## src/rtl/spart_pkg.sv

```systemverilog
// rtl/spart_pkg.sv - shared SPART types and constants
// Contents: tx_state_t serializer states, frame geometry, default baud divisor.
package spart_pkg;

   typedef enum logic [1:0] {
      IDLE  = 2'd0,
      START = 2'd1,
      DATA  = 2'd2,
      STOP  = 2'd3
   } tx_state_t;

   localparam int FRAME_BITS = 10;   // start + 8 data + stop
   localparam int DATA_BITS  = 8;

   // Shared with the receiver and baud-rate logic.
   localparam logic [15:0] DEFAULT_BAUD_DIV = 16'd434;

endpackage

```

## src/rtl/spart_tx_buffer_if.sv

```systemverilog
// rtl/spart_tx_buffer_if.sv - processor send port into the SPART transmit buffer
// Signals: send/send_data (push request + byte), full (back-pressure),
//          count (FIFO occupancy). master = processor side, slave = buffer side.
interface spart_tx_buffer_if #(
   parameter int DEPTH = 8
) ();

   logic                     send;
   logic [7:0]               send_data;
   logic                     full;
   logic [$clog2(DEPTH):0]   count;

   modport master (output send, output send_data, input full, input count);
   modport slave  (input send, input send_data, output full, output count);

endinterface

```

## src/rtl/sync_fifo.sv

```systemverilog
// rtl/sync_fifo.sv - synchronous circular-buffer FIFO with occupancy counter
// Ports: clk, rst_n (async active-low), push/push_data, pop/pop_data,
//        full/empty (registered, from next-state count), count.
module sync_fifo #(
   parameter int DEPTH = 8,
   parameter int WIDTH = 8
) (
   input  logic                     clk,
   input  logic                     rst_n,
   input  logic                     push,
   input  logic [WIDTH-1:0]         push_data,
   input  logic                     pop,
   output logic [WIDTH-1:0]         pop_data,
   output logic                     full,
   output logic                     empty,
   output logic [$clog2(DEPTH):0]   count
);

   localparam int AW = $clog2(DEPTH);
   localparam int CW = AW + 1;

   logic [WIDTH-1:0] mem [DEPTH];
   logic [AW-1:0]    wr_ptr;
   logic [AW-1:0]    rd_ptr;
   logic [CW-1:0]    count_next;
   logic             do_push;
   logic             do_pop;

   // A push against a full FIFO is refused even if a pop happens the same
   // cycle; full only drops on the following cycle.
   assign do_push = push & ~full;
   assign do_pop  = pop & ~empty;

   always_comb begin
      count_next = count;
      if (do_push && !do_pop) begin
         count_next = count + CW'(1);
      end else if (!do_push && do_pop) begin
         count_next = count - CW'(1);
      end
   end

   always_ff @(posedge clk or negedge rst_n) begin
      if (!rst_n) begin
         wr_ptr <= '0;
         rd_ptr <= '0;
         count  <= '0;
         full   <= 1'b0;
         empty  <= 1'b1;
      end else begin
         // Pointers are AW bits wide, so they wrap modulo DEPTH naturally.
         if (do_push) wr_ptr <= wr_ptr + AW'(1);
         if (do_pop)  rd_ptr <= rd_ptr + AW'(1);
         count <= count_next;
         full  <= (count_next == CW'(DEPTH));
         empty <= (count_next == '0);
      end
   end

   always_ff @(posedge clk) begin
      if (do_push) mem[wr_ptr] <= push_data;
   end

   assign pop_data = mem[rd_ptr];

endmodule

```

## src/rtl/spart_tx_buffer.sv

```systemverilog
// rtl/spart_tx_buffer.sv - SPART transmit FIFO and 8N1 serializer
// Ports: clk, rst_n (async active-low), host (send port slave: send, send_data,
//        full, count), txd (serial line, idles high), tx_busy (frame or queue).
module spart_tx_buffer
   import spart_pkg::*;
#(
   parameter int          DEPTH    = 8,
   parameter logic [15:0] BAUD_DIV = DEFAULT_BAUD_DIV
) (
   input  logic               clk,
   input  logic               rst_n,
   spart_tx_buffer_if.slave   host,
   output logic               txd,
   output logic               tx_busy
);

   localparam int CW = $clog2(DEPTH) + 1;

   tx_state_t     state, state_next;
   logic [15:0]   baud_cnt, baud_next;
   logic [2:0]    bit_idx, idx_next;
   logic [7:0]    shift, shift_next;
   logic          txd_next;
   logic          pop;
   logic          baud_tick;
   logic [7:0]    fifo_data;
   logic          fifo_full;
   logic          fifo_empty;
   logic [CW-1:0] fifo_count;

   sync_fifo #(.DEPTH(DEPTH), .WIDTH(8)) u_fifo (
      .clk       (clk),
      .rst_n     (rst_n),
      .push      (host.send),
      .push_data (host.send_data),
      .pop       (pop),
      .pop_data  (fifo_data),
      .full      (fifo_full),
      .empty     (fifo_empty),
      .count     (fifo_count)
   );

   assign host.full  = fifo_full;
   assign host.count = fifo_count;
   assign tx_busy    = (state != IDLE) | (fifo_count != '0);
   assign baud_tick  = (baud_cnt == BAUD_DIV - 16'd1);

   always_ff @(posedge clk or negedge rst_n) begin
      if (!rst_n) begin
         state    <= IDLE;
         baud_cnt <= '0;
         bit_idx  <= '0;
         shift    <= '0;
         txd      <= 1'b1;
      end else begin
         state    <= state_next;
         baud_cnt <= baud_next;
         bit_idx  <= idx_next;
         shift    <= shift_next;
         txd      <= txd_next;
      end
   end

   // txd is registered: the value computed here is the line level for the
   // bit period that starts after this edge.
   always_comb begin
      state_next = state;
      baud_next  = baud_cnt;
      idx_next   = bit_idx;
      shift_next = shift;
      txd_next   = txd;
      pop        = 1'b0;
      case (state)
         IDLE: begin
            txd_next = 1'b1;
            if (!fifo_empty) begin
               pop        = 1'b1;
               shift_next = fifo_data;
               baud_next  = '0;
               txd_next   = 1'b0;
               state_next = START;
            end
         end
         START: begin
            if (baud_tick) begin
               baud_next  = '0;
               idx_next   = '0;
               txd_next   = shift[0];
               state_next = DATA;
            end else begin
               baud_next = baud_cnt + 16'd1;
            end
         end
         DATA: begin
            if (baud_tick) begin
               baud_next = '0;
               if (bit_idx == 3'(DATA_BITS - 1)) begin
                  txd_next   = 1'b1;
                  state_next = STOP;
               end else begin
                  // Next bit is shift[1], which becomes shift[0] after the shift.
                  shift_next = shift >> 1;
                  idx_next   = bit_idx + 3'd1;
                  txd_next   = shift[1];
               end
            end else begin
               baud_next = baud_cnt + 16'd1;
            end
         end
         STOP: begin
            if (baud_tick) begin
               baud_next = '0;
               // Chain straight into the next start bit when more is queued.
               if (!fifo_empty) begin
                  pop        = 1'b1;
                  shift_next = fifo_data;
                  txd_next   = 1'b0;
                  state_next = START;
               end else begin
                  txd_next   = 1'b1;
                  state_next = IDLE;
               end
            end else begin
               baud_next = baud_cnt + 16'd1;
            end
         end
         default: begin
            state_next = IDLE;
            txd_next   = 1'b1;
         end
      endcase
   end

endmodule

```

## src/flat_wrapper.sv

```systemverilog
// flat-port wrapper written by rule: the top's interface ports become plain ports
module spart_tx_buffer_flat import spart_pkg::*;
#(
   parameter int          DEPTH    = 8,
   parameter logic [15:0] BAUD_DIV = DEFAULT_BAUD_DIV
)
  (clk, rst_n, txd, tx_busy, host_send, host_send_data, host_full, host_count);
  spart_tx_buffer_if #(.DEPTH(DEPTH)) host_i ();
  input  logic clk;
  input  logic rst_n;
  output logic txd;
  output logic tx_busy;
  input wire logic [$bits(host_i.send)-1:0] host_send;
  input wire logic [$bits(host_i.send_data)-1:0] host_send_data;
  output wire logic [$bits(host_i.full)-1:0] host_full;
  output wire logic [$bits(host_i.count)-1:0] host_count;
  assign host_i.send = host_send;
  assign host_i.send_data = host_send_data;
  assign host_full = host_i.full;
  assign host_count = host_i.count;
  spart_tx_buffer #(.DEPTH(DEPTH), .BAUD_DIV(BAUD_DIV)) u_core (.clk(clk), .rst_n(rst_n), .host(host_i), .txd(txd), .tx_busy(tx_busy));
endmodule
```

## config.mk

```make
export PLATFORM = sky130hd
export DESIGN_NAME = spart_tx_buffer_flat
export DESIGN_NICKNAME = d
export VERILOG_FILES = /design/src/rtl/spart_pkg.sv /design/src/rtl/spart_tx_buffer_if.sv /design/src/rtl/sync_fifo.sv /design/src/rtl/spart_tx_buffer.sv /design/src/flat_wrapper.sv
export SDC_FILE = /design/constraint.sdc
export NUM_CORES = 1
export LEC_CHECK = 0
export BUFFER_PORTS_ARGS = -buffer_cell sky130_fd_sc_hd__buf_2
export CAP_MARGIN = 5
export CORE_MARGIN = 4
export CORE_UTILIZATION = 40
export CTS_CLUSTER_DIAMETER = 100
export DETAILED_ROUTE_END_ITERATION = 10
export PLACE_DENSITY_LB_ADDON = 0.08
export SKIP_LAST_GASP = 1
export SLEW_MARGIN = 15
export SYNTH_ARGS = -nofsm -noshare
export SYNTH_HDL_FRONTEND = slang
export SYNTH_HIERARCHICAL = 1
export SYNTH_SLANG_ARGS = --single-unit
```

## constraint.sdc

```tcl
create_clock -name clk -period 4.7 [get_ports clk]
set_input_delay 0.705 -clock clk [delete_from_list [all_inputs] [get_ports clk]]
set_output_delay 0.705 -clock clk [all_outputs]
set_load 0.03 [all_outputs]
```

==> qor.yml, run 1 <==
worst_setup_path:
  reg2reg_from: "u_core/baud_cnt[1]$_DFFE_PN0N_"
  arrival_ns: 3.57
  critPathKind: "register to register"
  reg2reg_to: "u_core/u_fifo/empty$_DFF_PN1_"
  cp_max_fo: 8
  cp-startpoint: "u_core/baud_cnt[1]$_DFFE_PN0N_"
  critPathCaptureType: "register"
  crit_required_ns: 4.95
  r2r_slack_ns: 1.38
  startpoint_type: "register"
  reg2reg_depth: 10
  endpoint: "u_core/u_fifo/empty$_DFF_PN1_"
sta:
  tns_ns: 0
  hold_violations: 0
  finClkSkew_ns: 0.00912
  slew_violations: 0
  rsz0062_at_grt: "false"
  fmax_ghz: 0.301
  final.min_clock_period_ns: 3.32
  tightest_slew_ns: 0.974
  min_period_over_period_pct: 70.6
  setup_violations: 0
  max_slew_margin_pct: 35.1
floorplanning:
  io_pins: 18
  core-area_um2: 12200
  num_rows: 40
  initial_core_util_pct: 41.5
  die_w_um: 121
  dieArea_um2: 14500
  die_h_um: 121
final_layout:
  final_cell_mix: "edfxtp_1, dfrtp_1, nand2_1, buf_2, mux4_2"
  multi_input_area_um2: 1930
  final_core_util_pct: 45.6
  drive_gt1_share_pct: 23.5
  nNetsFinal: 395
  antennaDiodeCount: 0
  syn2layout_area_growth_pct: 10.1
  nFillCells: 1134
  seq_area_um2: 2980
  layout_commonest_cell: "edfxtp_1"
routing:
  first_pass_iters: 4
  drc_errors: 0
  first_iter_violations: 250
  viasPerCell: 5.40
  routedWlPerCell_um: 18.1
  routed_wl_mm: 9.82
  postRouteAntennaNets: 0
  vias: 2931
yosys:
  yosysWarnings: 6
  yosysTopAreaCellShare_pct: 38.0
  synth_top_area_cell: "edfxtp_1"
  synth_top_family_by_area: "multiplexers"
  synth_compound_area_share_pct: 8.03
  syn_area_per_cell_um2: 14.1
  synth_flop_cell: "edfxtp_1"
  ys_seq_elements: 106
  syn-cell-area_um2: 5060
  async_flop_share_pct: 39.6
  synthAdderAreaFrac_pct: 3.46
  synth_xor_area_share_pct: 0.692
  seq_area_frac_synth_pct: 58.8
  synthDistinctLibCells: 58
  yosys-top-cells-area: "edfxtp_1, dfrtp_1, mux4_2"
  yosys.area_share.simple_pct: 12.4
  synth.area.mux_share_pct: 13.4
  syn_inst: 358
  syn_nets: 383
  synth-edff-count: 64
pwr:
  switchingPower_mw: 1.22
  switching_share_pct: 35.0
  p_total_mw: 3.49
  power_frac_comb_pct: 35.6
  seqPwrFrac_pct: 41.4
  p_int_mw: 2.27
  p_leak_nw: 2.07
  irDropWorstVdd_uv: 294
  powerDensity_nw_per_um2: 626
  clockPowerShare_pct: 23.0
global_route:
  antenna_found_initial: 0
  grt_pass1_vias: 2976
  grt.overflow.total: 0
  grtUsageTotal_pct: 14.6
  grt_pass1_wl_mm: 16.1
  grt_start_max_net_pins: 43
hold_path:
  worstHoldPathType: "register to register"
clock_network:
  clk_latency_ns: 0.36
  post-cts-setup-buffers: 0
  cts.repair.resized: 0
  cts_tree: "done"
  cts_buffers: 9
  cts.hold.buffers_added: 0
  cts_num_sinks: 106
  cts_max_path_buffers: 2
  clk_pin_slew_worst_paths_ns: 0.07
  cts_root_buffer: "clkbuf_16"
  cts_max_level: 3
placement:
  hpwlAfterDp_mm: 6.48
  gp_congestion: 0.807
  io_buffers: 17
run:
  cap_violations: 0
outcome:
  status: "complete, no violations"
## state kept, by name (all words and copies together) (netlist names)
signal	cells
u_core/baud_cnt	16
u_core/bit_idx	3
u_core/shift	8
u_core/state	2
u_core/txd	1
u_core/u_fifo/count	4
u_core/u_fifo/empty	1
u_core/u_fifo/full	1
u_core/u_fifo/mem	64
u_core/u_fifo/rd_ptr	3
u_core/u_fifo/wr_ptr	3
## power groups by stage
stage	clock [mW]	sequential (mW)	combinational, mW
4_1_cts	0.830	1.45	1.26
6_report	0.803	1.44	1.24
3_3_place_gp	0	1.47	1.25
3_5_place_dp	0	1.47	1.25
5_1_grt	0.875	1.48	1.37
2_1_floorplan	0	1.38	1.09
## how the worst min path moves through the flow
| stage | slack (ns) | to | startpoint | cells after the start |
|---|---|---|---|---|
| floorplan | 0.41 | u_core/baud_cnt[0]$_DFFE_PN0N_ | rst_n | 0 |
| global placement | 0.47 | u_core/txd$_DFFE_PN1P_ | u_core/txd$_DFFE_PN1P_ | 2 |
| detailed placement | 0.47 | u_core/txd$_DFFE_PN1P_ | u_core/txd$_DFFE_PN1P_ | 2 |
| CTS | 0.48 | u_core/txd$_DFFE_PN1P_ | u_core/txd$_DFFE_PN1P_ | 2 |
| global route | 0.50 | u_core/txd$_DFFE_PN1P_ | u_core/txd$_DFFE_PN1P_ | 2 |
| finish | 0.48 | u_core/txd$_DFFE_PN1P_ | u_core/txd$_DFFE_PN1P_ | 2 |
## cell families after synthesis
logic type / count (synthesis)
simple gates: 107
flops: 106
compound gates: 56
mux: 42
buf+inv: 29
fa+ha+maj: 14
xor+xnor: 4
## synthesized netlist by cell type (all sizes together) (3+ instances only)
library cell	instances
and2	4
mux2	23
nor2b	5
nand4	5
nor2	14
or4	4
a31oi	6
inv	12
and3	8
nand2b	6
o211ai	3
xnor2	4
mux2i	3
o2bb2ai	3
nor3	10
dfrtp	40
mux4	16
o21ai	13
nand3	11
a41oi	4
a21oi	9
nand2	26
or3	4
edfxtp	64
buf	11
nor4	5
clkbuf	6
ha	14
## cell type report
cell class | instances | area share [%]
Sequential cell | 106 | 53.4
Multi-Input combinational cell | 223 | 34.7
Clock buffer | 9 | 4.04
Tap cell | 168 | 3.77
Clock inverter | 7 | 1.66
Timing Repair Buffer | 18 | 1.66
Inverter | 12 | 0.808
## per-stage QoR
stage	area, um^2	setup WS (ns)	cells	hold WS (ns)
floorplan	5060	2.09	358	0.409
global placement	5260	1.50	527	0.465
detailed placement	5260	1.39	527	0.473
CTS	5570	1.35	543	0.484
global route	5570	0.988	543	0.501
finish	5570	1.38	543	0.477
## critical path: stages (launching register included)
cell and delay, ns:
dfrtp_1 0.43, inv_1 0.10, ha_1 0.15, nor4b_4 0.28, and4_1 0.46, a21oi_1 0.12, nor3_1 0.25, nor2b_1 0.47
nor2_1 0.17, or4_1 0.51, a222oi_1 0.28
## per-layer routing
metal | vias up | track usage, % | share of wire [%]
met2 | 38 | 21.9 | 46
met1 | 1486 | 20.7 | 49
met3 | 11 | 3.65 | 3.2
li1 | 1396 | - | -
met4 | 0 | 4.89 | 1.2
met5 | - | 0 | 0
Note: power is estimated with default switching activity, not from simulation.
==> run 2: changes to the inputs <==
- clock period: 4.7 -> 3.4 ns (I/O delays scaled with it)
==> run 2 against run 1 <==
Compared with the run above:
- sequential cell count did not move
- combinational power rose by 43%
- register-to-register slack got worse by 0.88 ns
- routed wire length fell by 0.45%
- first-iteration DRC count fell by 0.80%
- critical path depth rose by 1
- worst hold slack got worse by 0.40 ns
- critical path type unchanged
- utilization rose by 0.34 points
- sequential share of layout area fell by 0.39 points
- fmax rose by 14%
==> qor.yml, run 2 (synthesis results as in run 1) <==
clock_network:
  cts.repair.resized: 0  # unchanged
  cts_max_path_buffers: 2  # unchanged
  cts.hold.buffers_added: 0  # unchanged
  post-cts-setup-buffers: 0  # unchanged
  clk_latency_ns: 0.35  # was 0.36 ns
  cts_root_buffer: "clkbuf_16"  # unchanged
  cts_num_sinks: 106  # unchanged
  cts_max_level: 3  # unchanged
  cts_buffers: 9  # unchanged
  clk_pin_slew_worst_paths_ns: 0.08  # was 0.07 ns
  cts_tree: "done"  # unchanged
sta:
  setup_violations: 0  # unchanged
  timing.final.ws_setup_ns: 0.499  # was 1.38 ns
  final.min_clock_period_ns: 2.90  # was 3.32 ns
  min_period_over_period_pct: 85.3  # was 70.6%
  rsz0062_at_grt: "false"  # unchanged
  tns_ns: 0  # unchanged
  slew_violations: 0  # unchanged
  tightest_slew_ns: 0.915  # was 0.974 ns
  holdWs_ns: 0.0782  # was 0.477 ns
  finClkSkew_ns: 0.0100  # was 0.00912 ns
  hold_violations: 0  # unchanged
  fmax_ghz: 0.345  # was 0.301 GHz
  max_slew_margin_pct: 39.0  # was 35.1%
final_layout:
  largest_register_ffs: 64  # unchanged
  finalNonFillerCells: 554  # was 543
  syn2layout_area_growth_pct: 10.9  # was 10.1%
  nNetsFinal: 406  # was 395
  drive_gt1_share_pct: 25.1  # was 23.5%
  multi_input_area_um2: 1920  # was 1930 um^2
  regMostFlops: "u_core/u_fifo/mem"  # unchanged
  reg_top3: "u_core/u_fifo/mem x64, u_core/baud_cnt x16, u_core/shift x8"  # unchanged
  antennaDiodeCount: 0  # unchanged
  final_cell_mix: "edfxtp_1, dfrtp_1, nand2_1, buf_2, mux4_2"  # unchanged
  seq_area_um2: 2980  # unchanged
  nFillCells: 1135  # was 1134
  layout_commonest_cell: "edfxtp_1"  # unchanged
global_route:
  antenna_found_initial: 0  # unchanged
  grt_start_max_net_pins: 27  # was 43
  grt_pass1_vias: 2933  # was 2976
  grtUsageTotal_pct: 14.7  # was 14.6%
  grt_pass1_wl_mm: 16.1  # about the same
  grt.overflow.total: 0  # unchanged
worst_setup_path:
  critPathKind: "register to register"  # unchanged
  cp-startpoint: "u_core/baud_cnt[1]$_DFFE_PN0N_"  # unchanged
  arrival_ns: 3.13  # was 3.57 ns
  r2r_slack_ns: 0.50  # was 1.38 ns
  startpoint_type: "register"  # unchanged
  critPathCaptureType: "register"  # unchanged
  crit_required_ns: 3.63  # was 4.95 ns
  reg2reg_from: "u_core/baud_cnt[1]$_DFFE_PN0N_"  # unchanged
  max_stage_delay_ns: 0.53  # was 0.51 ns
  reg2reg_to: "u_core/u_fifo/full$_DFF_PN0_"  # was u_core/u_fifo/empty$_DFF_PN1_
  cp_cell_sequence: "inv_1 > ha_1 > nor4b_4 > and4_1 > a21oi_1 > nor3_1 > nor2b_1 > buf_4 > nor2_1 > or4_1 > a222oi_1"  # was inv_1 > ha_1 > nor4b_4 > and4_1 > a21oi_1 > nor3_1 > nor2b_1 > nor2_1 > or4_1 > a222oi_1
  cp_max_fo: 8  # unchanged
  reg2reg_depth: 11  # was 10
  cpMaxStageDelayCell: "or4_1"  # unchanged
  endpoint: "u_core/u_fifo/full$_DFF_PN0_"  # was u_core/u_fifo/empty$_DFF_PN1_
routing:
  wl_met2_mm: 4.65  # was 4.56 mm
  first_iter_violations: 248  # was 250
  postRouteAntennaNets: 0  # unchanged
  routed_wl_mm: 9.78  # was 9.82 mm
  wl_met1_mm: 4.73  # was 4.83 mm
  vias: 2935  # was 2931
  viasPerCell: 5.30  # was 5.40
  first_pass_iters: 4  # unchanged
  dr_wl_met3_um: 265  # was 314 um
  routedWlPerCell_um: 17.7  # was 18.1 um
  drc_errors: 0  # unchanged
  topRoutingLayerUsed: "met4"  # unchanged
floorplanning:
  initial_core_util_pct: 41.5  # unchanged
  io_pins: 18  # unchanged
  dieArea_um2: 14500  # unchanged
  num_rows: 40  # unchanged
  core-area_um2: 12200  # unchanged
  die_w_um: 121  # unchanged
  die_h_um: 121  # unchanged
placement:
  place_ws_ns: 0.554  # was 1.39 ns
  hpwlAfterDp_mm: 6.42  # was 6.48 mm
  place_inst: 538  # was 527
  gp_congestion: 0.835  # was 0.807
  io_buffers: 17  # unchanged
pwr:
  seqPwrFrac_pct: 41.3  # was 41.4%
  clockPowerShare_pct: 21.3  # was 23.0%
  p_total_mw: 4.72  # was 3.49 mW
  power_frac_comb_pct: 37.4  # was 35.6%
  switching_share_pct: 34.7  # was 35.0%
  powerDensity_nw_per_um2: 841  # was 626 nW/um^2
  p_leak_nw: 2.12  # was 2.07 nW
  p_int_mw: 3.08  # was 2.27 mW
  irDropWorstVdd_uv: 441  # was 294 uV
  switchingPower_mw: 1.64  # was 1.22 mW
hold_path:
  worstHoldPathType: "input port to asynchronous set/reset pin"  # was register to register
run:
  cap_violations: 0  # unchanged
outcome:
  status: "complete, no violations"  # unchanged
## run 2: worst max-delay path: cells and delay by family, from the launching register on
family / cells / cell delay [ns]
buffers and inverters: 2 / 0.25
AOI/OAI and AO/OA: 2 / 0.36
adders and majority gates: 1 / 0.15
and+or+nand+nor: 6 / 1.59
DFF: 1 / 0.43
## run 2: metrics by stage
stage / area [um^2] / util (%)
after detailed placement: 5330 / 43.6
final: 5610 / 46.0
after global placement: 5330 / 43.6
after floorplan: 5060 / -
after global routing: 5610 / 46.0
after CTS: 5610 / 46.0
## run 2: area by class of cell
| class | count | area share, % |
|---|---|---|
| clock buffer | 10 | 4.08 |
| clock inverter | 6 | 1.03 |
| inverter | 12 | 0.802 |
| tap | 168 | 3.74 |
| multi-input combinational | 223 | 34.2 |
| sequential | 106 | 53.0 |
| timing repair buffer | 29 | 3.12 |
## run 2: layer usage
layer,vias to the layer above,global-route usage [%]
met5,-,0
met2,33,22.8
met4,0,4.46
li1,1426,-
met1,1465,20.0
met3,11,4.12
## run 2: power groups by stage
| stage | registers (mW) | logic, mW | clock network (mW) |
|---|---|---|---|
| CTS | 1.95 | 1.80 | 1.05 |
| detailed placement | 1.98 | 1.80 | 0 |
| global placement | 1.97 | 1.80 | 0 |
| global route | 2.00 | 1.97 | 1.09 |
| floorplan | 1.90 | 1.50 | 0 |
| finish | 1.95 | 1.77 | 1.00 |
## run 2: worst min-delay path by stage
stage          startpoint                              end  depth (start not counted)
2_1_floorplan       rst_n   u_core/baud_cnt[0]$_DFFE_PN0N_                          0
3_3_place_gp        rst_n      u_core/shift[6]$_DFFE_PN0P_                          1
3_5_place_dp        rst_n      u_core/shift[6]$_DFFE_PN0P_                          1
4_1_cts             rst_n  u_core/baud_cnt[13]$_DFFE_PN0N_                          1
5_1_grt             rst_n  u_core/baud_cnt[13]$_DFFE_PN0N_                          1
6_report            rst_n  u_core/baud_cnt[13]$_DFFE_PN0N_                          1
==> run 3: changes to the inputs <==
- clock period: 3.4 -> 3.7 ns (I/O delays scaled with it)
==> run 3 against run 2 <==
Compared with the run above:
- clock skew is 0.0028 ns lower
- sequential cell count stayed put
- highest routed layer unchanged
- utilization is 0.061 points higher
==> qor.yml, run 3 (synthesis results as in run 1) <==
final_layout:
  reg_top3: "u_core/u_fifo/mem x64, u_core/baud_cnt x16, u_core/shift x8"  # unchanged
  stdcell_area_um2: 5620  # was 5610 um^2
  regMostFlops: "u_core/u_fifo/mem"  # unchanged
  final_cell_mix: "edfxtp_1, dfrtp_1, nand2_1, buf_2, mux4_2"  # unchanged
  largest_register_ffs: 64  # unchanged
  seq_area_um2: 2980  # unchanged
  drive_gt1_share_pct: 24.9  # was 25.1%
  layout_commonest_cell: "edfxtp_1"  # unchanged
  syn2layout_area_growth_pct: 11.0  # was 10.9%
  nNetsFinal: 405  # was 406
  antennaDiodeCount: 0  # unchanged
  multi_input_area_um2: 1920  # unchanged
  nFillCells: 1132  # was 1135
sta:
  tns_ns: 0  # unchanged
  min_period_over_period_pct: 81.5  # was 85.3%
  max_slew_margin_pct: 33.2  # was 39.0%
  final.min_clock_period_ns: 3.02  # was 2.90 ns
  tightest_slew_ns: 1.00  # was 0.915 ns
  timing.final.ws_setup_ns: 0.684  # was 0.499 ns
  finClkSkew_ns: 0.00722  # was 0.0100 ns
  setup_violations: 0  # unchanged
  hold_violations: 0  # unchanged
  rsz0062_at_grt: "false"  # unchanged
  fmax_ghz: 0.332  # was 0.345 GHz
  slew_violations: 0  # unchanged
placement:
  hpwlAfterDp_mm: 6.53  # was 6.42 mm
  gp_congestion: 0.831  # was 0.835
  dpl_cell_area_um2: 5330  # about the same
  io_buffers: 17  # unchanged
  place_ws_ns: 0.702  # was 0.554 ns
worst_setup_path:
  arrival_ns: 3.26  # was 3.13 ns
  critPathCaptureType: "register"  # unchanged
  crit_required_ns: 3.94  # was 3.63 ns
  cp_max_fo: 8  # unchanged
  critPathKind: "register to register"  # unchanged
  startpoint_type: "register"  # unchanged
routing:
  vias: 2967  # was 2935
  dr_wl_met3_um: 310  # was 265 um
  routed_wl_mm: 9.80  # was 9.78 mm
  wl_met2_mm: 4.62  # was 4.65 mm
  first_iter_violations: 236  # was 248
  routedWlPerCell_um: 17.7  # about the same
  viasPerCell: 5.37  # was 5.30
  first_pass_iters: 4  # unchanged
  wl_met1_mm: 4.77  # was 4.73 mm
  topRoutingLayerUsed: "met4"  # unchanged
  postRouteAntennaNets: 0  # unchanged
  drc_errors: 0  # unchanged
global_route:
  grt_pass1_wl_mm: 16.4  # was 16.1 mm
  grt_pass1_vias: 2994  # was 2933
  grt_start_max_net_pins: 43  # was 27
  antenna_found_initial: 0  # unchanged
  grt.overflow.total: 0  # unchanged
  grtUsageTotal_pct: 14.9  # was 14.7%
clock_network:
  clk_pin_slew_worst_paths_ns: 0.07  # was 0.08 ns
  cts.hold.buffers_added: 0  # unchanged
  cts_buffers: 9  # unchanged
  post-cts-setup-buffers: 0  # unchanged
  cts_max_path_buffers: 2  # unchanged
  clk_latency_ns: 0.35  # about the same
  cts_root_buffer: "clkbuf_16"  # unchanged
  cts_max_level: 3  # unchanged
  cts_tree: "done"  # unchanged
  cts.repair.resized: 0  # unchanged
  cts_num_sinks: 106  # unchanged
pwr:
  powerDensity_nw_per_um2: 779  # was 841 nW/um^2
  p_leak_nw: 2.12  # about the same
  irDropWorstVdd_uv: 544  # was 441 uV
run:
  cap_violations: 0  # unchanged
outcome:
  status: "complete, no violations"  # unchanged
floorplanning:
  die_h_um: 121  # unchanged
  core-area_um2: 12200  # unchanged
  initial_core_util_pct: 41.5  # unchanged
  dieArea_um2: 14500  # unchanged
  num_rows: 40  # unchanged
  io_pins: 18  # unchanged
  die_w_um: 121  # unchanged
hold_path:
  worstHoldPathType: "input port to asynchronous set/reset pin"  # unchanged
[run 3: cell count changes in the layout (fill, tap and decap cells not counted)]
cell | before | now
clkbuf_1 | 1 | 0
clkinv_4 | 3 | 1
inv_8 | 2 | 3
buf_4 | 12 | 10
clkinv_1 | 0 | 1
buf_12 | 0 | 1
inv_6 | 1 | 2
[run 3: per-stage QoR]
stage | total power, mW | hold slack (ns) | util (%) | instances
2_1_floorplan | 3.13 | 0.259 | - | 358
3_3_place_gp | 3.48 | 0.478 | 43.7 | 537
3_5_place_dp | 3.50 | 0.487 | 43.7 | 537
4_1_cts | 4.45 | 0.404 | 46.0 | 553
5_1_grt | 4.69 | 0.445 | 46.0 | 553
6_report | 4.38 | 0.356 | 46.0 | 553
[run 3: critical path, stage by stage (launching register included)]
cell	delay, ns
dfrtp_1	0.43
inv_1	0.09
ha_1	0.14
nor4b_4	0.28
and4_1	0.24
buf_4	0.17
a21oi_1	0.08
nor3_1	0.26
nor2b_1	0.19
buf_4	0.16
nor2_1	0.08
or4_1	0.51
a222oi_1	0.28
[run 3: worst paths after layout]
kind,from,end,slack (ns),cells after the start
max,u_core/baud_cnt[1]$_DFFE_PN0N_,u_core/u_fifo/empty$_DFF_PN1_,0.68,12
min,rst_n,u_core/shift[6]$_DFFE_PN0P_,0.36,1
max reg2reg,u_core/baud_cnt[1]$_DFFE_PN0N_,u_core/u_fifo/empty$_DFF_PN1_,0.68,12
min reg2reg,u_core/txd$_DFFE_PN1P_,u_core/txd$_DFFE_PN1P_,0.50,2
max in group asynchronous,rst_n,u_core/bit_idx[2]$_DFFE_PN0P_,2.70,1
min in group clk,host_send_data[4],u_core/u_fifo/mem[6][4]$_DFFE_PP_,0.47,1
[run 3: where the power goes]
part / internal, mW / total, mW / switching (mW)
sequential: 1.53 / 1.82 / 0.293
clock: 0.475 / 0.939 / 0.464
combinational: 0.843 / 1.62 / 0.773
total: 2.85 / 4.38 / 1.53
[run 3: area by class of cell]
type                    count  share of cell area (%)
clock buffers               9                    4.01
well taps                 168                    3.74
repair buffers             28                    3.20
flip-flops and latches    106                    52.9
clock inverters             7                    1.14
inverters                  12                   0.801
multi-input cells         223                    34.2
[run 3: per-layer routing]
metal  track usage, %  vias to the layer above
met1             20.9                     1501
met5                0                        -
met3             4.44                        7
met2             22.7                       40
met4             3.61                        0
li1                 -                     1419
